==> src/rtl/cnd_prio_arb.sv <==
// Registered N-way request arbiter, fixed-priority or round-robin, with a
// sticky valid/ready grant and index plus one-hot outputs.
module cnd_prio_arb #(
   parameter int unsigned N    = 4,
   parameter int unsigned MODE = 0,
   localparam int unsigned IDX_W = (N > 1) ? $clog2(N) : 1
) (
   input  logic             clk,
   input  logic             rst,
   input  logic [N-1:0]     req,
   input  logic             grant_ready,
   output logic             grant_valid,
   output logic [IDX_W-1:0] grant_idx,
   output logic [N-1:0]     grant_onehot,
   output logic             busy_stall
);

   localparam logic [0:0] IDLE = 1'b0;
   localparam logic [0:0] HOLD = 1'b1;

   logic [0:0]       state_q;
   logic [0:0]       state_d;
   logic             valid_d;
   logic [IDX_W-1:0] idx_d;
   logic [N-1:0]     oh_d;
   logic [IDX_W-1:0] ptr_q;
   logic [IDX_W-1:0] ptr_d;
   logic [IDX_W-1:0] ptr_inc;
   logic [IDX_W-1:0] search_ptr;
   logic             accept_c;
   logic [2*N-1:0]   req_dbl;
   logic             win_found;
   logic [IDX_W-1:0] win_idx;
   logic [N-1:0]     win_oh;

   assign accept_c = (state_q == HOLD) && grant_ready;

   // Pointer advance wraps explicitly so non-power-of-two N never escapes 0..N-1.
   assign ptr_inc = (grant_idx == IDX_W'(N - 1)) ? '0 : grant_idx + IDX_W'(1);

   // An accept this cycle moves the pointer before the next winner is searched.
   assign search_ptr = (MODE == 1) ? (accept_c ? ptr_inc : ptr_q) : '0;

   assign req_dbl = {req, req};

   // Double-width masked search: first set bit at or above search_ptr.
   always_comb begin
      win_found = 1'b0;
      win_idx   = '0;
      for (int unsigned i = 0; i < 2 * N; i++) begin
         if (!win_found && req_dbl[i] && (i >= 32'(search_ptr))) begin
            win_found = 1'b1;
            win_idx   = IDX_W'((i >= N) ? (i - N) : i);
         end
      end
   end

   assign win_oh = N'(1) << win_idx;

   always_comb begin
      state_d = state_q;
      valid_d = grant_valid;
      idx_d   = grant_idx;
      oh_d    = grant_onehot;
      ptr_d   = ptr_q;
      case (state_q)
         IDLE: begin
            if (win_found) begin
               state_d = HOLD;
               valid_d = 1'b1;
               idx_d   = win_idx;
               oh_d    = win_oh;
            end
         end
         HOLD: begin
            // Without an accept the grant is sticky regardless of req.
            if (grant_ready) begin
               ptr_d = (MODE == 1) ? ptr_inc : '0;
               if (win_found) begin
                  idx_d = win_idx;
                  oh_d  = win_oh;
               end else begin
                  state_d = IDLE;
                  valid_d = 1'b0;
                  idx_d   = '0;
                  oh_d    = '0;
               end
            end
         end
      endcase
   end

   always_ff @(posedge clk) begin
      if (rst) begin
         state_q      <= IDLE;
         grant_valid  <= 1'b0;
         grant_idx    <= '0;
         grant_onehot <= '0;
         ptr_q        <= '0;
      end else begin
         state_q      <= state_d;
         grant_valid  <= valid_d;
         grant_idx    <= idx_d;
         grant_onehot <= oh_d;
         ptr_q        <= ptr_d;
      end
   end

   assign busy_stall = grant_valid && !grant_ready;

endmodule

==> config.mk <==
export PLATFORM = sky130hd
export DESIGN_NAME = cnd_prio_arb
export DESIGN_NICKNAME = d
export VERILOG_FILES = /design/src/rtl/cnd_prio_arb.sv
export SDC_FILE = /design/constraint.sdc
export NUM_CORES = 1
export LEC_CHECK = 0
export CORE_MARGIN = 1
export CORE_UTILIZATION = 31
export CTS_BUF_LIST = sky130_fd_sc_hd__clkbuf_16
export DETAILED_ROUTE_END_ITERATION = 10
export HOLD_SLACK_MARGIN = 0.15
export PLACE_DENSITY = 0.61
export SYNTH_ARGS = -nofsm -noshare
export SYNTH_HDL_FRONTEND = slang
export SYNTH_SLANG_ARGS = --single-unit
==> constraint.sdc <==
create_clock -name clk -period 1 [get_ports clk]
set_input_delay 0.1 -clock clk [delete_from_list [all_inputs] [get_ports clk]]
set_output_delay 0.1 -clock clk [all_outputs]
set_load 0.01 [all_outputs]
==> results of run 1 <==
==> power groups by stage <==
stage / combinational, uW / clock, uW / sequential (uW)
4_1_cts: 176 / 681 / 352
3_3_place_gp: 188 / 0 / 356
2_1_floorplan: 63.0 / 0 / 363
5_1_grt: 194 / 701 / 354
3_5_place_dp: 188 / 0 / 357
6_report: 178 / 676 / 351
==> cells by family (layout without fill, tap and decap cells) <==
logic type / Yosys count / after routing / synth area share, %
simple gates: 22 / 22 / 32.9
compound gates: 12 / 12 / 21.3
flops: 8 / 8 / 39.0
buf+inv: 7 / 38 / 6.71
==> cell type report <==
type	count	area, um2	area share, %
repair buffers	30	240	32.0
multi-input cells	34	234	31.2
flip-flops and latches	8	165	22.0
well taps	14	17.5	2.33
clock buffers	3	75.1	10.0
inverters	5	18.8	2.50
==> repair_timing <==
item | in CTS | in global routing
hold endpoints to repair | 0 | 0
gates resized for setup | 19 | 2
setup endpoints to repair | 16 | 4
setup buffers | 1 | 0
pin swaps | 2 | 2
==> metal layers <==
layer	wire length, um	vias to the layer above
li1	-	246
met1	553	202
met2	496	17
met3	55	4
met4	41	0
met5	0	-
==> flip-flops by register name, summed over array words and instances, names as in the netlist <==
name / cells
grant_valid: 1
grant_idx: 2
grant_onehot: 4
state_q: 1
==> path summary, 6_finish.rpt <==
check                                  start           end  slack [ps]
worst max-delay path                 state_q  grant_idx[1]           9
worst min-delay path             grant_ready   grant_valid         350
worst max register to register       state_q  grant_idx[1]           9
worst min register to register  grant_idx[1]  grant_idx[1]         450
==> worst max-delay path: stages, from the launching register on <==
cell	delay (ps)
dfxtp_4	350
and2b_2	230
buf_4	140
o21ai_2	100
a21oi_1	70
==> stage by stage <==
step	hold WS [ps]	util (%)	instances
floorplan	246	-	49
global placement	476	57.5	90
detailed placement	472	57.5	90
CTS	342	63.6	94
global route	396	64.1	94
finish	351	64.1	94
==> layout by cell type, fill, tap and decap left out, types with 2 or more instances in the layout <==
cell | synthesis | layout
o311ai_1 | 2 | 2
inv_1 | 5 | 5
a31oi_1 | 2 | 2
a21oi_1 | 2 | 2
nor3_1 | 2 | 2
buf_4 | 0 | 16
nand3_1 | 2 | 2
clkbuf_16 | 0 | 3
nor2b_1 | 2 | 2
dlygate4sd2_1 | 0 | 12
dfxtp_1 | 8 | 6
nor2_1 | 6 | 5
nand4_1 | 4 | 4
==> results.sh, run 1 <==
export IMPL_ios=15
export IMPL_hold_class="in2reg"
export IMPL_fmax_ghz=1.01
export IMPL_layout_nets=89
export IMPL_pwr_density_cell_nw_per_um2=1600
export IMPL_synthTopCellsByArea="dfxtp_1 (39%), nand4_1 (6.1%), nor2_1 (5.5%), nor4_4 (5.2%), inv_1 (4.6%)"
export IMPL_antenna_left=0
export IMPL_skew_ps=3.11
export IMPL_slew_headroom_pct=80.9
export IMPL_synth_area_um2=410
export IMPL_final_hold_viol_count=0
export IMPL_grt_pass1_wl_mm=1.83
export IMPL_arrival_ps=1110
export IMPL_synth_common_cells="dfxtp_1 (8), nor2_1 (6), inv_1 (5), nand4_1 (4)"
export IMPL_final_layout_size_suffix_gt1_share_pct=33.8
export IMPL_rsz0062_at_grt="yes"
export IMPL_cts_buffers_inserted=3
export IMPL_start_kind="flip-flop"
export IMPL_floorplan_rows=12
export IMPL_drt_pass1_iterations=4
export IMPL_hpwl_um=779
export IMPL_overflow=0
export IMPL_outcome="finished, final reports clean"
export IMPL_first_iter_violations=8
export IMPL_finalSetupViolations=0
export IMPL_cts_root_buf="clkbuf_16"
export IMPL_drv_slew=0
export IMPL_grt_pass1_vias=407
export IMPL_drc=0
export IMPL_synth_avg_cell_area_um2=8.38
export IMPL_cts_sinks=8
export IMPL_fin_crit_sh_pct=99.1
export IMPL_grt_antenna_before_repair=0
export IMPL_yosysMostFrequentCell="dfxtp_1"
export IMPL_pre_cts_slack_ps=-400
export IMPL_synth_top_cell_by_area="dfxtp_1"
export IMPL_design_core_area_um2=1170
export IMPL_synth_flop_cell="dfxtp_1"
export IMPL_min_path_cells=3
export IMPL_numPortBuffers=14
export IMPL_die_w_um=38.4
export IMPL_nFillCells=114
export IMPL_seq_area_frac_synth_pct=39.0
export IMPL_wire_per_inst_um=12.2
export IMPL_drv_cap=0
export IMPL_ir_worst_vdd_mv=0.941
export IMPL_wl_mm=1.15
export IMPL_design_area_um2=751
export IMPL_globalRouteTotalUtil_pct=19.7
export IMPL_use_met2_pct=26.3
export IMPL_die_height_um=38.4
export IMPL_num_vias=469
export IMPL_syn_inst=49
export IMPL_sw_frac_of_total_pct=21.2
export IMPL_critical_path_max_fanout=6
export IMPL_p_leak_uw=0.000350
export IMPL_busiest_layer="met2"
export IMPL_internal_power_uw=949
export IMPL_die_area_um2=1470
export IMPL_worst_pin_slew_ps=286
export IMPL_fin_crit_ps=991
export IMPL_dpl_cell_area_um2=673
export IMPL_synth_warnings=0
export IMPL_via_per_inst=4.99
export IMPL_ys_ff_latch=8
export IMPL_synth_edf_count=0
export IMPL_use_met1_pct=24.8
export IMPL_pwr_share_clk_pct=56.1
export IMPL_finalPower_uw=1200
export IMPL_grt_max_degree=9
export IMPL_synth_nets=56
export IMPL_cts_tree="done"
export IMPL_netlist_area_leader_share_pct=39.0
export IMPL_p_sw_uw=256
export IMPL_end_kind="flip-flop"
export IMPL_start_util_pct=35.0
export IMPL_met3_usage_pct=5.81
export IMPL_fin_tns_setup_ps=0
export IMPL_antennaDiodeCount=0
export IMPL_htreeDepth=1
export IMPL_r2r_cells=4
export IMPL_cp_required_ps=1120
export IMPL_critPathKind="reg2reg"
export IMPL_hold_buffers=0
export IMPL_area_growth_pct=82.9
export IMPL_p_seq_share_pct=29.2
export IMPL_comb_power_share_pct=14.8
export IMPL_clock_latency_ps=230
export IMPL_cts_path_max_buffers=2
export IMPL_setup_slack_ps=8.90
export IMPL_async_reset_ff_share_pct=0
export IMPL_routabilityCongestion=0.719
export IMPL_ys_types=24
export IMPL_cts_clk_slew_worst_paths_ps=40
Note: power is estimated with default switching activity, not from simulation.
==> run 2, diff against run 1 <==
- CORE_AREA: unset -> 2 2 39 41
- CORE_MARGIN: 1 -> unset
- CORE_UTILIZATION: 31 -> unset
- DIE_AREA: unset -> 0 0 41 43
==> run 2 against run 1 <==
  * Worst setup slack better by 8.4 ps
  * Design area grew 0.33%
  * Critical path depth down 1
  * Clock skew shrank 1.5 ps
  * Via count grew 3.4%
  * Non-clock buffer count down 2
  * Critical endpoint is now grant_onehot[1]
  * Largest cell class is now multi-input gates
==> results.sh, run 2 (same netlist as run 1, synthesis figures left out) <==
export IMPL_clock_latency_ps=230
export IMPL_pre_cts_slack_ps=-397
export IMPL_regMostFlops="grant_onehot"
export IMPL_cts_path_max_buffers=2
export IMPL_hold_start="req[1]"
export IMPL_design_core_area_um2=1380
export IMPL_fin_crit_sh_pct=98.3
export IMPL_cts_tree="done"
export IMPL_setup_slack_ps=17.3
export IMPL_htreeDepth=1
export IMPL_slew_headroom_pct=83.1
export IMPL_start_kind="flip-flop"
export IMPL_cts_root_buf="clkbuf_16"
export IMPL_area_growth_pct=83.5
export IMPL_hold_end="grant_idx[0]"
export IMPL_path_cells="and2b_2 > a221oi_2 > a2111oi_2"
export IMPL_final_hold_viol_count=0
export IMPL_pwr_density_cell_nw_per_um2=1610
export IMPL_critPathMaxStageDelay_ps=360
export IMPL_overflow=0
export IMPL_ir_worst_vdd_mv=0.896
export IMPL_grt_antenna_before_repair=0
export IMPL_crit_family="flip-flops"
export IMPL_cp_num_buf_inv=0
export IMPL_critical_path_max_fanout=6
export IMPL_final_cell_mix="buf_4 (12), dlygate4sd2_1 (11), dfxtp_1 (7)"
export IMPL_die_area_um2=1760
export IMPL_final_layout_size_suffix_gt1_share_pct=34.6
export IMPL_nFillCells=133
export IMPL_crit_path_top_delay_cell="dfxtp_4"
export IMPL_via_per_inst=5.16
export IMPL_dp_cells=91
export IMPL_reg2reg_to="grant_onehot[1]"
export IMPL_drt_pass1_iterations=4
export IMPL_grt_pass1_wl_mm=2.12
export IMPL_hold_buffers=0
export IMPL_arrival_ps=1090
export IMPL_wl_mm=1.21
export IMPL_outcome="finished, final reports clean"
export IMPL_min_path_cells=3
export IMPL_routabilityCongestion=0.808
export IMPL_finalSetupViolations=0
export IMPL_floorplan_rows=14
export IMPL_hold_class="in2reg"
export IMPL_critPathKind="reg2reg"
export IMPL_drv_cap=0
export IMPL_end_kind="flip-flop"
export IMPL_cts_sinks=8
export IMPL_drc=0
export IMPL_final_common_cell="buf_4"
export IMPL_cp_required_ps=1110
export IMPL_numPortBuffers=14
export IMPL_fmax_ghz=1.02
export IMPL_hpwl_um=828
export IMPL_layout_nets=87
export IMPL_top_regs="grant_onehot: 4 flops, grant_idx: 2 flops"
export IMPL_grt_pass1_vias=480
export IMPL_antennaDiodeCount=0
export IMPL_globalRouteTotalUtil_pct=18.8
export IMPL_num_vias=485
export IMPL_die_height_um=43
export IMPL_rsz0062_at_grt="yes"
export IMPL_drv_slew=0
export IMPL_r2r_cells=3
export IMPL_wire_per_inst_um=12.9
export IMPL_antenna_left=0
export IMPL_ios=15
export IMPL_stdcell_count=94
export IMPL_worst_pin_slew_ps=249
export IMPL_p_leak_uw=0.000344
export IMPL_reg2reg_slack_ps=20
export IMPL_first_iter_violations=6
export IMPL_skew_ps=1.66
export IMPL_design_area_um2=753
export IMPL_start_util_pct=29.7
export IMPL_worst_r2r_startpoint="state_q"
export IMPL_grt_max_degree=9
export IMPL_fin_crit_ps=983
export IMPL_largest_reg_flops=4
export IMPL_post_cts_buffers=0
export IMPL_die_w_um=41
export IMPL_cts_clk_slew_worst_paths_ps=40
export IMPL_cts_buffers_inserted=3
export IMPL_dpl_cell_area_um2=668
run 2: repair_timing:
action                                  in CTS  in global routing
endpoints found under the setup margin      16                  7
resized for setup                           18                  8
pin swaps                                    1                  7
run 2: layer usage:
layer	global-route usage [%]	part of all wire [%]
met3	4.71	4.3
met5	0	0
met2	26.6	50
met1	22.1	41
met4	16.0	4.0
run 2: power breakdown:
part	total, uW	switching (uW)	internal [uW]	leakage (uW)
combinational	186	90.4	96.0	0.000241
sequential	350	12.0	338	0.0000663
clock	677	161	516	0.0000370
total	1210	263	950	0.000344
run 2: tightest hold or removal path, stage by stage:
cell and delay (ps):
clkbuf_2 170, o2111ai_1 150, nand3_1 90
run 2: worst max-delay path by stage:
stage	from	endpoint	slack, ps	cells past startpoint
after floorplan	state_q	grant_onehot[1]	10	4
after global placement	req[2]	grant_onehot[2]	-380	5
after detailed placement	req[0]	grant_onehot[1]	-400	4
after CTS	state_q	grant_onehot[1]	5	3
after global routing	state_q	grant_onehot[1]	-8	3
final	state_q	grant_onehot[1]	20	3
run 2: per-stage QoR:
step	hold slack, ps	TNS, ps	power, uW	util (%)
3_5_place_dp	475	-3050	545	48.3
4_1_cts	381	0	1220	53.1
5_1_grt	353	-16.2	1260	54.4
3_3_place_gp	470	-3020	544	48.3
2_1_floorplan	246	0	426	-
6_report	318	0	1210	54.4
run 2: area by class of cell:
cell class	instances	area (um2)	share of cell area (%)
clock buffer	3	75.1	9.97
multi-input combinational	34	246	32.7
timing repair buffer	28	229	30.4
sequential	8	164	21.8
inverter	5	18.8	2.49
tap	16	20.0	2.66
